### src/rtl/add_pkg.sv
// Shared types and constants for the pipelined add/accumulate controller.
// Holds the datapath width, the operand beat record and the overflow rule.
package add_pkg;

   localparam int unsigned DATA_W = 32;

   typedef struct packed {
      logic [DATA_W-1:0] a;
      logic [DATA_W-1:0] b;
      logic              cin;
      logic              acc;
      logic              clr;
   } beat_t;

   // Signed overflow: operands agree in sign but the result sign differs.
   function automatic logic calc_ovf(logic a_msb, logic b_msb, logic s_msb);
      return (a_msb == b_msb) && (s_msb != a_msb);
   endfunction

endpackage

### src/rtl/add_pipe_ctrl_csa.sv
// 32-bit square-root carry-select adder (SquareRootCSA).
// Blocks widen towards the MSB so each block sum is ready before its select carry.
module SquareRootCSA
   import add_pkg::*;
(
   input  logic [DATA_W-1:0] a_i,
   input  logic [DATA_W-1:0] b_i,
   input  logic              cin_i,
   output logic [DATA_W:0]   sum_o
);

   localparam int unsigned NumBlk = 6;

   function automatic int unsigned blk_w(int unsigned idx);
      case (idx)
         0, 1:    return 4;
         2:       return 5;
         3, 4:    return 6;
         default: return 7;
      endcase
   endfunction

   function automatic int unsigned blk_lo(int unsigned idx);
      int unsigned lo;
      lo = 0;
      for (int unsigned j = 0; j < idx; j++) lo += blk_w(j);
      return lo;
   endfunction

   logic [NumBlk:0] carry;

   assign carry[0] = cin_i;

   for (genvar gi = 0; gi < NumBlk; gi++) begin : g_blk
      localparam int unsigned Lo = blk_lo(gi);
      localparam int unsigned W  = blk_w(gi);

      logic [W:0] r0;
      logic [W:0] r1;

      // Both candidate sums are formed in parallel; the incoming carry only selects.
      assign r0 = {1'b0, a_i[Lo +: W]} + {1'b0, b_i[Lo +: W]};
      assign r1 = {1'b0, a_i[Lo +: W]} + {1'b0, b_i[Lo +: W]} + {{W{1'b0}}, 1'b1};
      assign {carry[gi+1], sum_o[Lo +: W]} = carry[gi] ? r1 : r0;
   end

   assign sum_o[DATA_W] = carry[NumBlk];

endmodule

### src/rtl/add_pipe_ctrl.sv
// Two-stage valid/ready add pipeline with an accumulator and a hand-off counter.
// S1 holds the operand beat, S2 the registered result; acc is read at the S1->S2 move.
module add_pipe_ctrl
   import add_pkg::*;
#(
   parameter int unsigned CNT_W = 16
) (
   input  logic              clk,
   input  logic              rst,
   input  logic              in_valid,
   output logic              in_ready,
   input  logic [DATA_W-1:0] in_a,
   input  logic [DATA_W-1:0] in_b,
   input  logic              in_cin,
   input  logic              in_acc,
   input  logic              in_clr,
   output logic              out_valid,
   input  logic              out_ready,
   output logic [DATA_W:0]   out_sum,
   output logic              out_ovf,
   output logic [DATA_W-1:0] acc,
   output logic [CNT_W-1:0]  res_cnt
);

   beat_t             s1_q, s1_d;
   logic              s1_v_q, s1_v_d;
   logic              s2_v_q, s2_v_d;
   logic [DATA_W:0]   sum_q, sum_d;
   logic              ovf_q, ovf_d;
   logic [DATA_W-1:0] acc_q, acc_d;
   logic [CNT_W-1:0]  cnt_q, cnt_d;

   logic              s2_adv;
   logic              s1_xfer;
   logic              accept;
   logic [DATA_W-1:0] a_eff;
   logic [DATA_W:0]   add_sum;

   assign s2_adv  = !s2_v_q || out_ready;
   assign s1_xfer = s2_adv && s1_v_q;
   assign in_ready = !s1_v_q || s2_adv;
   assign accept  = in_valid && in_ready;

   // Accumulator is sampled here, so back-to-back acc beats see the freshest value.
   assign a_eff = s1_q.clr ? '0 : (s1_q.acc ? acc_q : s1_q.a);

   SquareRootCSA u_csa (
      .a_i   (a_eff),
      .b_i   (s1_q.b),
      .cin_i (s1_q.cin),
      .sum_o (add_sum)
   );

   always_comb begin
      s1_d   = s1_q;
      s1_v_d = s1_v_q;
      s2_v_d = s2_v_q;
      sum_d  = sum_q;
      ovf_d  = ovf_q;
      acc_d  = acc_q;
      cnt_d  = cnt_q;

      if (accept) begin
         s1_d   = '{a: in_a, b: in_b, cin: in_cin, acc: in_acc, clr: in_clr};
         s1_v_d = 1'b1;
      end else if (s1_xfer) begin
         s1_v_d = 1'b0;
      end

      if (s2_adv) s2_v_d = s1_v_q;

      if (s1_xfer) begin
         sum_d = add_sum;
         ovf_d = calc_ovf(a_eff[DATA_W-1], s1_q.b[DATA_W-1], add_sum[DATA_W-1]);
         acc_d = add_sum[DATA_W-1:0];
      end

      if (s2_v_q && out_ready) cnt_d = cnt_q + CNT_W'(1);
   end

   always_ff @(posedge clk or posedge rst) begin
      if (rst) begin
         s1_q   <= '0;
         s1_v_q <= 1'b0;
         s2_v_q <= 1'b0;
         sum_q  <= '0;
         ovf_q  <= 1'b0;
         acc_q  <= '0;
         cnt_q  <= '0;
      end else begin
         s1_q   <= s1_d;
         s1_v_q <= s1_v_d;
         s2_v_q <= s2_v_d;
         sum_q  <= sum_d;
         ovf_q  <= ovf_d;
         acc_q  <= acc_d;
         cnt_q  <= cnt_d;
      end
   end

   assign out_valid = s2_v_q;
   assign out_sum   = sum_q;
   assign out_ovf   = ovf_q;
   assign acc       = acc_q;
   assign res_cnt   = cnt_q;

endmodule

### config.mk
export PLATFORM = sky130hd
export DESIGN_NAME = add_pipe_ctrl
export DESIGN_NICKNAME = d
export VERILOG_FILES = /design/src/rtl/add_pkg.sv /design/src/rtl/add_pipe_ctrl_csa.sv /design/src/rtl/add_pipe_ctrl.sv
export SDC_FILE = /design/constraint.sdc
export NUM_CORES = 1
export LEC_CHECK = 0
export CORE_MARGIN = 8
export CORE_UTILIZATION = 45
export CTS_BUF_LIST = sky130_fd_sc_hd__clkbuf_4
export DETAILED_ROUTE_END_ITERATION = 12
export PLACE_DENSITY = 0.73
export SLEW_MARGIN = 30
export SYNTH_ARGS = -nofsm -noshare
export SYNTH_HDL_FRONTEND = slang
export SYNTH_HIERARCHICAL = 1
export SYNTH_SLANG_ARGS = --single-unit
### constraint.sdc
create_clock -name clk -period 6.2 [get_ports clk]
set_input_delay 1.55 -clock clk [delete_from_list [all_inputs] [get_ports clk]]
set_output_delay 1.55 -clock clk [all_outputs]
set_load 0.01 [all_outputs]
After elaboration in Yosys (flattened, before gate mapping)
Cells that the tools add are included.
{"block": "op_classes", "n_eq_ne": 2, "reduce_logical": 9, "addsub": 13, "n_mux": 10}
{"operator": "$mux 32", "count": 2}
{"operator": "$add 16x1->16 const B", "count": 1}
{"operator": "$add 6x6->7", "count": 2}
{"operator": "$add 7x1->7 const B", "count": 2}
{"operator": "$mux 7", "count": 2}
{"operator": "$add 4x4->5", "count": 2}
{"operator": "$add 5x1->5 const B", "count": 2}
{"operator": "$mux 5", "count": 2}
{"operator": "$add 7x7->8", "count": 1}
{"operator": "$add 8x1->8 const B", "count": 1}
{"operator": "$mux 8", "count": 1}
{"operator": "$add 5x5->6", "count": 1}
{"operator": "$add 6x1->6 const B", "count": 1}
{"operator": "$mux 6", "count": 1}
{"operator": "$logic_and 1x1->1", "count": 4}
{"operator": "$logic_not 1->1", "count": 2}
{"operator": "$logic_or 1x1->1", "count": 2}
{"operator": "$mux 1", "count": 2}
{"operator": "$reduce_bool 2->1", "count": 1}
{"operator": "$eq 1x1->1", "count": 1}
{"operator": "$ne 1x1->1", "count": 1}
{"block": "totals", "ff_bits": 151, "inputBits": 71}

Logic depth before layout (Yosys ltp)
{"block": "depth", "ltp_word": 12, "ltp_mapped": 19, "mapped_depth_nobuf": 17}

Cells and area by module
Netlist, hierarchy kept.
{"mod": "add_pipe_ctrl", "cells_per_inst": 386, "area_each_um2": 5390.2, "instances": 1, "seq_area_each_um2": 2977.9}
{"mod": "SquareRootCSA", "cells_per_inst": 251, "area_each_um2": 2024.4, "instances": 1, "seq_area_each_um2": 0.0}

Least setup slack after synthesis
OpenSTA, ideal clock, no wires.
{"block": "synth_path", "kind": "reg2reg", "startpoint": "register s1_q[1] in the netlist's numbering", "endpoint": "register ovf_q (netlist: out_ovf)", "path_stages_with_launch": 19, "path_buffers": 2, "slack_ps": 1654, "t_required_ps": 6123, "period_less_slack_ps": 4546, "t_arrival_ps": 4469, "cell_sequence": "dfrtp_1 buf_2 buf_2 mux2i_1 nor2_1 ha_1 fa_1 nand4bb_1 o32a_1 a21bo_2 a211oi_2 mux2i_2 mux2i_2 mux2i_4 mux2i_1 xor2_1 inv_1 or3_1 a21oi_1"}
{"item": "start: declaration", "line": "add_pipe_ctrl.sv:25", "rtl": "beat_t s1_q, s1_d;"}
{"item": "start signal: assignment", "line": "add_pipe_ctrl.sv:83", "rtl": "s1_q <= '0;"}
{"item": "start signal: assignment", "line": "add_pipe_ctrl.sv:91", "rtl": "s1_q <= s1_d;"}
{"item": "$mux 32 * (2 in series)", "line": "add_pipe_ctrl.sv:45", "rtl": "assign a_eff = s1_q.clr ? '0 : (s1_q.acc ? acc_q : s1_q.a);"}
{"item": "net a_eff[4]", "line": "add_pipe_ctrl.sv:36", "rtl": "logic [DATA_W-1:0] a_eff;"}
{"item": "$add 4x4->5 *", "line": "add_pipe_ctrl_csa.sv:42, add_pipe_ctrl_csa.sv:43"}
{"item": "$add 5x1->5", "line": "add_pipe_ctrl_csa.sv:43", "rtl": "assign r1 = {1'b0, a_i[Lo +: W]} + {1'b0, b_i[Lo +: W]} + {{W{1'b0}}, 1'b1};"}
{"item": "$mux 5 *", "line": "add_pipe_ctrl_csa.sv:44", "rtl": "assign {carry[gi+1], sum_o[Lo +: W]} = carry[gi] ? r1 : r0;"}
{"item": "$mux 6 *", "line": "add_pipe_ctrl_csa.sv:44"}
{"item": "$mux 7 * (2 in series)", "line": "add_pipe_ctrl_csa.sv:44"}
{"item": "$mux 8 *", "line": "add_pipe_ctrl_csa.sv:44"}
{"item": "net add_sum[31]", "line": "add_pipe_ctrl.sv:37", "rtl": "logic [DATA_W:0] add_sum;"}
{"item": "$ne 1x1->1 *", "line": "add_pkg.sv:17", "rtl": "return (a_msb == b_msb) && (s_msb != a_msb);"}
{"item": "$logic_and 1x1->1 *", "line": "add_pkg.sv:17"}
{"item": "end signal: assignment", "line": "add_pipe_ctrl.sv:95", "rtl": "ovf_q <= ovf_d;"}
{"item": "end: declaration", "line": "add_pipe_ctrl.sv:29", "rtl": "logic ovf_q, ovf_d;"}
The timed path passes the listed nets; every way through them passes the cells marked *.
A chain may end at the register's enable or synchronous reset.

Final worst setup path
{"block": "layout_path", "startpoint": "register s1_q[1] in the netlist's numbering", "endpoint": "register ovf_q (netlist: out_ovf)"}
{"block": "layout_via", "elab_chain_cells": 12}
{"item": "$mux 32 * (2 in series)", "line": "add_pipe_ctrl.sv:45"}
{"item": "net a_eff[0]", "line": "add_pipe_ctrl.sv:36"}
{"item": "$add 4x4->5 *", "line": "add_pipe_ctrl_csa.sv:42, add_pipe_ctrl_csa.sv:43"}
{"item": "$add 5x1->5", "line": "add_pipe_ctrl_csa.sv:43"}
{"item": "$mux 5 * (2 in series)", "line": "add_pipe_ctrl_csa.sv:44"}
{"item": "$mux 6 *", "line": "add_pipe_ctrl_csa.sv:44"}
{"item": "$mux 7 * (2 in series)", "line": "add_pipe_ctrl_csa.sv:44"}
{"item": "$mux 8 *", "line": "add_pipe_ctrl_csa.sv:44"}
{"item": "net add_sum[31]", "line": "add_pipe_ctrl.sv:37"}
{"item": "$ne 1x1->1 *", "line": "add_pkg.sv:17"}
{"item": "$logic_and 1x1->1 *", "line": "add_pkg.sv:17"}
Marked as above.

==> summary.md <==
| Metric | Value |
|---|---|
| Number of global-route vias before repair | 5,443 |
| Number of standard cells in the final layout excluding fillers | 998 |
| Y dimension of the die | between 100 and 150 um |
| Total number of H-tree levels | 4 |
| Area growth from synthesis to layout | 23.3% |
| Maximum capacitance violations | 0 |
| Fraction of the yosys area taken by sequential cells | 0.402 |
| Power Density | ~400 mW/mm2 |
| Width of the die | ~140 um |
| Overflow after GRT | 0 |
| Commonest cells post-synth | dfrtp_1 (119), mux2_2 (74), nor2_1 (51) |
| CTS-repair resized insts | 0 |
| Detail Route met2 WL | 8190 um |
| Detailed Route Iter0 Violations | 269 |
| Post-route setup TNS | 0 ps |
| Number of library cell types mapped by synthesis | 53 |
| Layout Skew | 18.2 ps |
| Initial antenna violation count | 2 |
| Sort of element at the start of the critical path | flop |
| Period utilisation layout | 0.858 |
| Main synth FF type | dfrtp_1 |
| Required arrival time at the worst endpoint | 6690 ps |
| Data arrival time at the worst-slack endpoint | 5810 ps |
| Largest fanout on the critical path | 21 |
| Placer congestion estimate | ~0.83 |
| Utilization after layout | 0.559 |
| TritonCTS clock tree | built |
| Number of DRC violations after detailed routing | 0 |
| Post-Synthesis Mean Instance Area | 11.6 um2 |
| Async set-or-reset flop fraction in the synthesized netlist | 1.00 |
| Inserted Clock Buffers | 17 |
| Worst hold slack across all endpoints | 500 ps |
| Setup repair after global routing missed its margin | no |
| Final max-slew violation count | 0 |
| Clock Tree Buf Depth | 2 |
| Type of the setup path with the least slack | reg -> reg |
| Class of the worst hold path | reg -> reg |
| Finish-stage setup viols | 0 |
| Fraction of final layout cells with drive strength greater than 1 | 0.197 |
| Sum of net half-perimeters after detailed placement | 12,500 um |
| Vias | 5,156 |
| Wirelength, routed | 16,800 um |
| Cell type with the highest aggregate area in the netlist | dfrtp_1 |
| Final min period | 5320 ps |
| Endpoint type of the worst setup path | flop |
| Remaining max-slew budget at the tightest pin | 0.373 |
| Starting density of the core | 0.454 |
| Clock latency at the later pin of the worst-skew pair | about 560 ps |
| Synth top area cells | dfrtp_1 (40%), mux2_2 (11%), ha_1 (6.6%) |
| Clk Tree Root Cell | clkbuf_4 |
| Routed wl met3 | 1120 um |
| Achievable frequency | 188 MHz |
| Filler Cell Count | 1,394 |
| CTS Sinks | 119 |
| Reg clk slew, reported paths | 120 ps |
| Area post-placement | 0.00888 mm2 |
| Quantity of hold-fixing buffers added after cts | 0 |
| IO buf count | 154 |
| Final layout net count | 879 |
| Vias per inst | 5.17 |
| Placeable core region | about 0.016 mm2 |
| Count of state elements after synthesis | 119 |
| Number of placement rows | 47 |
| Cell Area, Synth | 0.00741 mm2 |
| Syn_nets | 753 |
| Count of pins on the block boundary | 155 |
| Measured slew at the worst slew-check pin | around 940 ps |
| Synthesized instance count | 637 |
| Antenna viol nets, final | 0 |
| Area share of the largest cell type after synthesis | 0.402 |
| Top layer reached by signal wires | met4 |
| Routed wire length per instance | 16.9 um |
| Post-CTS setup buffer count | 0 |
| Fin area | 0.00914 mm2 |
| Warning count from the yosys run | 6 |
| IR Drop Worst-Case VDD | around 0.21 mV |
| Number of instances in the placed design | 964 |
| Total global routing track utilization | 0.169 |
| Post-synth EDFFs | 0 |
| Full die area | approximately 0.021 mm2 |
| Routed length on met1 | 7330 um |
| Outcome | finished clean |
| Pin count of the biggest net entering global routing | 68 |
| Hold violation total from the final report | 0 |
| Most common cell in the synthesized netlist | dfrtp_1 |
| Static leakage | 4.02 nW |
| Wire length of the first global-routing pass | 27,400 um |
| First-pass iteration count of the detailed router | 4 |
-- per-layer routing --
layer / global-route usage / vias to the layer above
met5: 0 / -
li1: - / 2459
met2: 0.286 / 155
met3: 0.0508 / 27
met4: 0.0575 / 0
met1: 0.201 / 2515
-- placed cells by master, fill, tap and decap left out, types with 3 or more instances in the layout --
cell type / n
clkbuf_4: 17
nand2b_1: 4
mux2_2: 74
mux2i_1: 38
nand4b_1: 3
xnor2_1: 42
a21oi_1: 22
nand2_1: 21
o21ai_0: 4
fa_1: 6
dfrtp_1: 118
a21o_1: 10
clkinvlp_4: 4
clkinv_4: 4
nand4_1: 13
o211ai_1: 3
xor2_1: 23
and2_1: 3
buf_4: 4
mux2_4: 31
o21bai_1: 7
nor2_1: 51
and3_1: 4
ha_1: 39
clkdlybuf4s50_1: 154
nand3_1: 10
inv_1: 25
-- where the power goes --
part           internal (mW)  switching (mW)
Sequential             0.977           0.216
Clock                  0.198           0.316
Combinational           1.07           0.887
Total                   2.24            1.42
-- registers in the layout (all words and copies together), names as in the netlist --
signal and count:
out_sum 33, res_cnt 16, s1_q 67, s1_v_q 1
out_valid 1, out_ovf 1
-- path summary, 6_finish.rpt --
| check | startpoint | endpoint | slack (ps) | cells past startpoint |
|---|---|---|---|---|
| max | s1_q[1] | out_ovf | 880 | 17 |
| min | res_cnt[15] | res_cnt[15] | 500 | 1 |
| max reg2reg | s1_q[1] | out_ovf | 880 | 17 |
| min reg2reg | res_cnt[15] | res_cnt[15] | 500 | 1 |
| max in group asynchronous | rst | res_cnt[9] | 3890 | 3 |
| min in group asynchronous | rst | s1_q[16] | 1360 | 2 |
-- worst max-delay path, stage by stage, from the launching register on --
cell,delay [ps]
dfrtp_2,800
mux2i_1,250
nor2_1,60
ha_1,230
fa_1,540
ha_1,190
nand2_1,130
o21ai_0,230
a41oi_2,170
a211oi_2,360
mux2i_2,350
mux2i_2,400
mux2i_4,500
mux2i_1,270
xor2_1,170
inv_1,80
or3_1,370
a21oi_1,130
-- final cells by class --
class	instances	area [um2]	area share
Multi-Input combinational cell	441	3950	0.432
Sequential cell	119	2980	0.326
Timing Repair Buffer	158	1570	0.172
Tap cell	220	275	0.0301
Clock inverter	15	130	0.0142
Clock buffer	17	128	0.0140
Inverter	26	100	0.0109
Antenna cell	2	5.00	0.000547
-- logic make-up (layout without fill, tap and decap cells) --
kind of cell               after synthesis  count (layout)  share of synthesized area
and+or+nand+nor                        126             126                     0.0837
other                                    0               2                          0
muxes                                  146             146                      0.233
xor gates and xnor gates                66              66                     0.0790
AOI/OAI and AO/OA                       58              58                     0.0533
buffers and inverters                   77             216                     0.0672
DFF                                    119             119                      0.402
adders and majority gates               45              45                     0.0820
-- through the flow --
stage / power [mW] / setup WS, ps
global placement: 3.10 / 1100
detailed placement: 3.16 / 899
floorplan: 2.51 / 1490
CTS: 3.69 / 872
global route: 3.92 / 530
finish: 3.66 / 882
No activity file was read; power rests on OpenSTA's default activity.
